--- src/rtl/trade_beep_sequencer_if.sv ---
// trade_beep_sequencer_if: trade requests in, beep gate and queue status out.
interface trade_beep_sequencer_if;
    logic       trade_valid;
    logic       enable;
    logic       trigger_signal;
    logic       busy;
    logic [3:0] pending_count;
    logic       dropped;
    modport master (output trade_valid, enable, input trigger_signal, busy, pending_count, dropped);
    modport slave  (input trade_valid, enable, output trigger_signal, busy, pending_count, dropped);
endinterface

--- src/rtl/trade_beep_sequencer.sv ---
// trade_beep_sequencer: turns trade pulses into queued fixed-length beeps separated by silent gaps.
module trade_beep_sequencer #(
    parameter int unsigned BEEP_CYCLES = 5000000,
    parameter int unsigned GAP_CYCLES  = 2500000,
    parameter int unsigned MAX_PENDING = 15
) (
    input  logic                   clk,
    input  logic                   reset,
    trade_beep_sequencer_if.slave  bus
);
    typedef enum logic [1:0] {IDLE, BEEP, GAP} state_t;
    localparam logic [31:0] BEEP_LAST = 32'(BEEP_CYCLES - 1);
    localparam logic [31:0] GAP_LAST  = 32'(GAP_CYCLES - 1);
    localparam logic [3:0]  PEND_MAX  = 4'(MAX_PENDING);
    state_t      state_q, state_d;
    logic [31:0] timer_q, timer_d;
    logic [3:0]  pend_q, pend_d;
    logic        dropped_q, dropped_d, trig_q, busy_q;
    logic        start, inc, full;
    always_comb begin
        full = pend_q == PEND_MAX;
        start = 1'b0;
        state_d = state_q;
        timer_d = timer_q + 32'd1;
        case (state_q)
            IDLE: begin
                start = (pend_q != 4'd0) || bus.trade_valid;
                timer_d = '0;
            end
            BEEP: if (timer_q == BEEP_LAST) begin
                state_d = GAP;
                timer_d = '0;
            end
            GAP: if (timer_q == GAP_LAST) begin
                start = pend_q != 4'd0;
                state_d = IDLE;
                timer_d = '0;
            end
            default: begin
                state_d = IDLE;
                timer_d = '0;
            end
        endcase
        if (start) begin
            state_d = BEEP;
            timer_d = '0;
        end
        // a full queue still accepts a pulse when a beep starts the same cycle
        inc = bus.trade_valid && (!full || start);
        pend_d = pend_q + {3'd0, inc} - {3'd0, start};
        dropped_d = bus.trade_valid && full && !start;
        if (!bus.enable) begin
            state_d = IDLE;
            timer_d = '0;
            pend_d = '0;
            dropped_d = 1'b0;
        end
    end
    always_ff @(posedge clk) begin
        if (reset) begin
            state_q <= IDLE;
            timer_q <= '0;
            pend_q <= '0;
            dropped_q <= 1'b0;
            trig_q <= 1'b0;
            busy_q <= 1'b0;
        end else begin
            state_q <= state_d;
            timer_q <= timer_d;
            pend_q <= pend_d;
            dropped_q <= dropped_d;
            trig_q <= state_d == BEEP;
            busy_q <= state_d != IDLE;
        end
    end
    assign bus.trigger_signal = trig_q;
    assign bus.busy = busy_q;
    assign bus.pending_count = pend_q;
    assign bus.dropped = dropped_q;
endmodule

--- src/flat_wrapper.sv ---
// flat-port wrapper written by rule: the top's interface ports become plain ports
module trade_beep_sequencer_flat 
#(
    parameter int unsigned BEEP_CYCLES = 5000000,
    parameter int unsigned GAP_CYCLES  = 2500000,
    parameter int unsigned MAX_PENDING = 15
)
  (clk, reset, bus_trade_valid, bus_enable, bus_trigger_signal, bus_busy, bus_pending_count, bus_dropped);
  trade_beep_sequencer_if bus_i ();
  input  logic clk;
  input  logic reset;
  input wire logic [$bits(bus_i.trade_valid)-1:0] bus_trade_valid;
  input wire logic [$bits(bus_i.enable)-1:0] bus_enable;
  output wire logic [$bits(bus_i.trigger_signal)-1:0] bus_trigger_signal;
  output wire logic [$bits(bus_i.busy)-1:0] bus_busy;
  output wire logic [$bits(bus_i.pending_count)-1:0] bus_pending_count;
  output wire logic [$bits(bus_i.dropped)-1:0] bus_dropped;
  assign bus_i.trade_valid = bus_trade_valid;
  assign bus_i.enable = bus_enable;
  assign bus_trigger_signal = bus_i.trigger_signal;
  assign bus_busy = bus_i.busy;
  assign bus_pending_count = bus_i.pending_count;
  assign bus_dropped = bus_i.dropped;
  trade_beep_sequencer #(.BEEP_CYCLES(BEEP_CYCLES), .GAP_CYCLES(GAP_CYCLES), .MAX_PENDING(MAX_PENDING)) u_core (.clk(clk), .reset(reset), .bus(bus_i));
endmodule
--- config.mk ---
export PLATFORM = sky130hd
export DESIGN_NAME = trade_beep_sequencer_flat
export DESIGN_NICKNAME = d
export VERILOG_FILES = /design/src/rtl/trade_beep_sequencer_if.sv /design/src/rtl/trade_beep_sequencer.sv /design/src/flat_wrapper.sv
export SDC_FILE = /design/constraint.sdc
export NUM_CORES = 1
export LEC_CHECK = 0
export ABC_AREA = 1
export CAP_MARGIN = 10
export CORE_MARGIN = 5
export CORE_UTILIZATION = 50
export DETAILED_ROUTE_END_ITERATION = 6
export PLACE_DENSITY = 0.8
export SLEW_MARGIN = 20
export SYNTH_ARGS = -nofsm -noshare
export SYNTH_HDL_FRONTEND = slang
export SYNTH_SLANG_ARGS = --single-unit
--- constraint.sdc ---
create_clock -name clk -period 2.7 [get_ports clk]
set_input_delay 0.27 -clock clk [delete_from_list [all_inputs] [get_ports clk]]
set_output_delay 0.27 -clock clk [all_outputs]
set_load 0.01 [all_outputs]
Word-level counts from Yosys, hierarchy flattened
Cells that the tools add are included.
{"block": "totals", "in_bits": 4, "word_cells": 38, "reg_bits": 41, "output_inout_bits": 7}
{"block": "classes", "n_bitwise": 1, "n_mux": 10, "n_reduce_logical": 12, "n_addsub": 3, "eq_ne": 6}
{"operator": "32-bit 2-to-1 mux", "count": 2}
{"operator": "32-bit case mux with 2 select lines", "count": 1}
{"operator": "32-bit by 1-bit adder with 32-bit output (second input constant)", "count": 1}
{"operator": "32-bit by 22-bit == test with 1-bit output (second input constant)", "count": 1}
{"operator": "32-bit by 23-bit == test with 1-bit output (second input constant)", "count": 1}
{"operator": "2-bit 2-to-1 mux", "count": 4}
{"operator": "2-bit case mux with 3 select lines", "count": 1}
{"operator": "4-bit by 1-bit adder with 4-bit output", "count": 1}
{"operator": "2-bit by 1-bit == test with 1-bit output (second input constant)", "count": 2}
{"operator": "4-bit == test (second input constant)", "count": 1}
{"operator": "4-bit nonzero test", "count": 1}
{"operator": "4-bit by 1-bit subtractor with 4-bit output", "count": 1}
{"operator": "1-bit logical AND", "count": 3}
{"operator": "3-bit OR reduction", "count": 1}
{"operator": "2-bit == test (second input constant)", "count": 1}
{"operator": "1-bit logical NOT", "count": 2}
{"operator": "2-bit logical NOT", "count": 1}
{"operator": "1-bit logical OR", "count": 2}
{"operator": "1-bit case mux with 2 select lines", "count": 1}
{"operator": "2-bit nonzero test", "count": 1}
{"operator": "2-bit OR reduction", "count": 1}
{"operator": "1-bit 2-to-1 mux", "count": 1}
{"operator": "1-bit inverter", "count": 1}

Depth between registers and ports, before layout
{"block": "logic_depth", "word_depth": 7, "ltp_mapped": 14, "ltp_nobuf": 14}

Least setup slack after synthesis
OpenSTA, ideal clock, no wires.
{"block": "synth_path", "path_type": "register to register", "from": "register u_core.timer_q[0]", "to": "register u_core.pend_q[1] (netlist: u_core.bus.pending_count[1])", "path_stages_with_launch": 14, "t_arrival_ns": 2.098, "slack_ns": 0.490, "n_path_buf": 0, "setup_ns": 0.112, "path_cell_list": "dfxtp_1 -> ha_1 -> nand2_1 -> nor2_1 -> nand3_1 -> nor2_1 -> nand4_1 -> nand2_2 -> ha_1 -> inv_1 -> ha_1 -> fa_1 -> inv_1 -> nor2_1"}
{"block": "synth_via", "elab_chain_cells": 7}
{"item": "start, declared", "line_no": "trade_beep_sequencer.sv:16", "source": "logic [31:0] timer_q, timer_d;"}
{"item": "start signal, assigned", "line_no": "trade_beep_sequencer.sv:69", "source": "timer_q <= timer_d;"}
{"item": "32-bit by 22-bit == test with 1-bit output (*)", "line_no": "trade_beep_sequencer.sv:34", "source": "GAP: if (timer_q == GAP_LAST) begin"}
{"item": "1-bit 2-to-1 mux (*)", "line_no": "trade_beep_sequencer.sv:34"}
{"item": "1-bit case mux with 2 select lines (*)", "line_no": "trade_beep_sequencer.sv:25", "source": "case (state_q)"}
{"item": "1-bit logical OR", "line_no": "trade_beep_sequencer.sv:49", "source": "inc = bus.trade_valid && (!full || start);"}
{"item": "1-bit logical AND", "line_no": "trade_beep_sequencer.sv:49"}
{"item": "4-bit by 1-bit adder with 4-bit output", "line_no": "trade_beep_sequencer.sv:50", "source": "pend_d = pend_q + {3'd0, inc} - {3'd0, start};"}
{"item": "4-bit by 1-bit subtractor with 4-bit output (*)", "line_no": "trade_beep_sequencer.sv:50"}
{"item": "end signal, assigned", "line_no": "trade_beep_sequencer.sv:70", "source": "pend_q <= pend_d;"}
{"item": "end, declared", "line_no": "trade_beep_sequencer.sv:17", "source": "logic [3:0] pend_q, pend_d;"}
Mark *: on every way between the ends. The rest lies on a longest branch, timed or not.
A chain may end at the register's enable or synchronous reset.

Worst setup path in the final report
{"block": "layout_path", "from": "register u_core.timer_q[0]", "to": "register u_core.pend_q[2] (netlist: u_core.bus.pending_count[2])"}
Same word-level chain as after synthesis.

==> impl_metrics.yaml <==
power:
  clock_power_share_pct: 28.0
  comb_power_share_pct: 26.0
  power_leakage_nw: 0.9758
  post-layout-total-power_mw: 1.439
  seq_power_share_pct: 46.0
  reported_net_switching_power_mw: 0.4268
  sw_frac_of_total_pct: 29.66
  internal_power_consumption_mw: 1.012
  vdd_ir_drop_max_mv: 0.4802
  power_density_nw_per_um2: 563.5
synth:
  synth_area_per_cell_sq_um: 6.973
  postSynthCellCount: 335
  syn-num-nets: 351
  post_synth_instance_area_sq_um: 2336
  yosysWarnings: 0
  async_flop_share_pct: 0
  synth.distinct_cells: 25
  synth_top_flop_cell: "dfxtp_1"
  synth_enable_flop_cells: 0
  ys_ff_latch: 41
  ys_seq_area_share_pct: 35.14
clock_tree:
  cts.reportedPaths.clkPinSlew_ps: 80
  cts_tree: "done"
  cts_root_buf: "clkbuf_8"
  numClockSinks: 41
  ctsLongestPathBuffers: 2
  postCtsSetupRepairBufs: 0
  worstSkewPairLatency_ps: 290
  hold_buffers: 0
  clock_tree.htree_level_count: 2
  cts_repair_resizes: 0
  cts_buffers: 5
timing:
  timing_hold_violations_final: 0
  totalNegativeSetupSlack_ps: 0
  tightest_slew_ps: 484.3
  finalSetupViolCount: 0
  timing.fmax_mhz: 408.0
  slew_headroom_pct: 67.60
  timing.clock.skew_ps: 5.039
  finalCritPeriodShare_pct: 90.77
  fin_crit_ps: 2451
  slew_viol_final: 0
  grt_setup_unrepaired: "false"
global_route:
  vias_in_the_first_global_route: 2005
  first_pass_grt_wire_length_um: 8335
  grt_antenna_before_repair: 0
  groute.usage.overall_pct: 16.88
  largest_net_degree_at_the_start_of_global_routing: 33
  grt-ovfl-total: 0
floorplanning:
  chipWidth_um: 78.35
  rows: 24
  starting_density_pct: 52.56
  floorplan.core_area_sq_um: 4444
  io_pins: 11
  die_area_sq_um: 6139
  die_h_um: 78.35
route:
  drt.antenna.violating_nets: 0
  first_iter_violations: 99
  routed_via_density: 4.940
  detail_route.first_pass.iterations: 4
  wirelength_um: 4670
  drcViolationCount: 0
  drt-wirelength-per-cell_um: 11.65
  num_vias: 1981
place:
  routabilityCongestion: 0.8659
  port_buffers: 10
  dp.final_hpwl_um: 3634
critical_path:
  cp-start-kind: "flop"
  worst-endpoint-arrival_ps: 2640
  crit_chain: "ha_1, nand2_1, nor2_1, nand3_1, nor2_1, nand4_1, nand2_2, ha_1, inv_1, ha_1, fa_1, xnor2_1, nor2_1"
  critical-path-slowest-cell: "dfxtp_1"
  cp_data_required_time_ps: 2890
  path_class: "reg2reg"
  cp.buffers_inverters: 1
  critical_path.top_delay_family: "adder cells"
  largest_fanout_of_any_net_on_the_critical_path: 4
  worstSetupEndpointType: "flop"
  critPathMaxStageDelay_ps: 390
layout:
  most-common-layout-cells: "nand2_1, nor2_1, inv_1"
  antenna_cells_inserted: 0
  most_common_cell_after_layout_fill_and_taps_aside: "nand2_1"
  drive_gt1_share_pct: 5.158
  flow.area_growth_from_synthesis_pct: 9.320
  fin_nets: 365
outcome:
  outcome: "finished, final reports clean"
worst_hold_path:
  timing.hold.worst.class: "reg2reg"
run:
  drv.max_cap_violation_count: 0
==> layer usage <==
layer	routed length (um)	up-vias	track usage, %
met5	0	-	0
met4	75	0	6.993
met3	170	6	3.890
met2	2239	30	29.20
met1	2185	882	20.14
li1	-	1063	-
==> area by class of cell <==
type,instances,area [sq um]
multi-input cells,237,1279
flip-flops and latches,41,820.8
fillers,429,1891
inverters,54,202.7
well taps,52,65.06
repair buffers,10,100.1
clock buffers,7,86.33
==> logic make-up after synthesis <==
family | count (synthesis) | share of synthesized area, %
and+or+nand+nor | 187 | 35.73
buffers and inverters | 57 | 10.12
DFF | 41 | 35.14
xor gates and xnor gates | 25 | 9.373
AOI/OAI and AO/OA | 13 | 2.893
adders and majority gates | 12 | 6.749
==> worst paths after layout <==
kind | from | to | slack [ps] | depth (start not counted)
max | u_core.timer_q[0] | u_core.bus.pending_count[2] | 250 | 13
min | u_core.timer_q[0] | u_core.timer_q[0] | 490 | 1
max reg2reg | u_core.timer_q[0] | u_core.bus.pending_count[2] | 250 | 13
min reg2reg | u_core.timer_q[0] | u_core.timer_q[0] | 490 | 1
==> worst register-to-register path, delay by kind of cell, from the launching register on <==
family	cells	cell delay, ps
flops	1	390
buf+inv	1	40
fa+ha+maj	4	990
xor+xnor	1	180
simple gates	7	750
==> cells in the mapped netlist (all sizes together), types with 2 or more instances <==
cell   number  area [sq um]
nand3      14         80.08
nor3       18         116.4
inv        54         202.7
a21oi       2         10.01
buf         3         33.78
xnor2       2         17.52
nor2       72         277.8
ha         11         137.6
xor2       23         201.4
dfxtp      41         820.8
nor4        2         12.51
nand4       8         65.06
o21ai      10         50.05
nand2      71         269.0
==> power groups by stage <==
stage	clock, mW	combinational (mW)	sequential (mW)
2_1_floorplan	0	0.242	0.684
3_3_place_gp	0	0.350	0.675
3_5_place_dp	0	0.369	0.675
4_1_cts	0.419	0.372	0.663
5_1_grt	0.444	0.429	0.667
6_report	0.403	0.374	0.662
==> flip-flops by register name, summed over array words and instances, names as in the netlist <==
name and count:
u_core.timer_q 32, u_core.bus.pending_count 4, u_core.state_q 2, u_core.bus.busy 1
u_core.bus.dropped 1, u_core.bus.trigger_signal 1
==> metrics by stage <==
step / instances / cell area (sq um) / worst slack [ps] / hold WS, ps / util, %
6_report: 401 / 2554 / 249.2 / 487.8 / 57.46
4_1_cts: 401 / 2554 / 247.8 / 497.4 / 57.46
3_3_place_gp: 394 / 2467 / 398.3 / 441.9 / 55.52
5_1_grt: 401 / 2554 / 34.70 / 521.9 / 57.46
3_5_place_dp: 394 / 2467 / 263.4 / 480.6 / 55.52
2_1_floorplan: 335 / 2336 / 490.5 / 403.2 / -
Power figures use the tool's default switching activity.
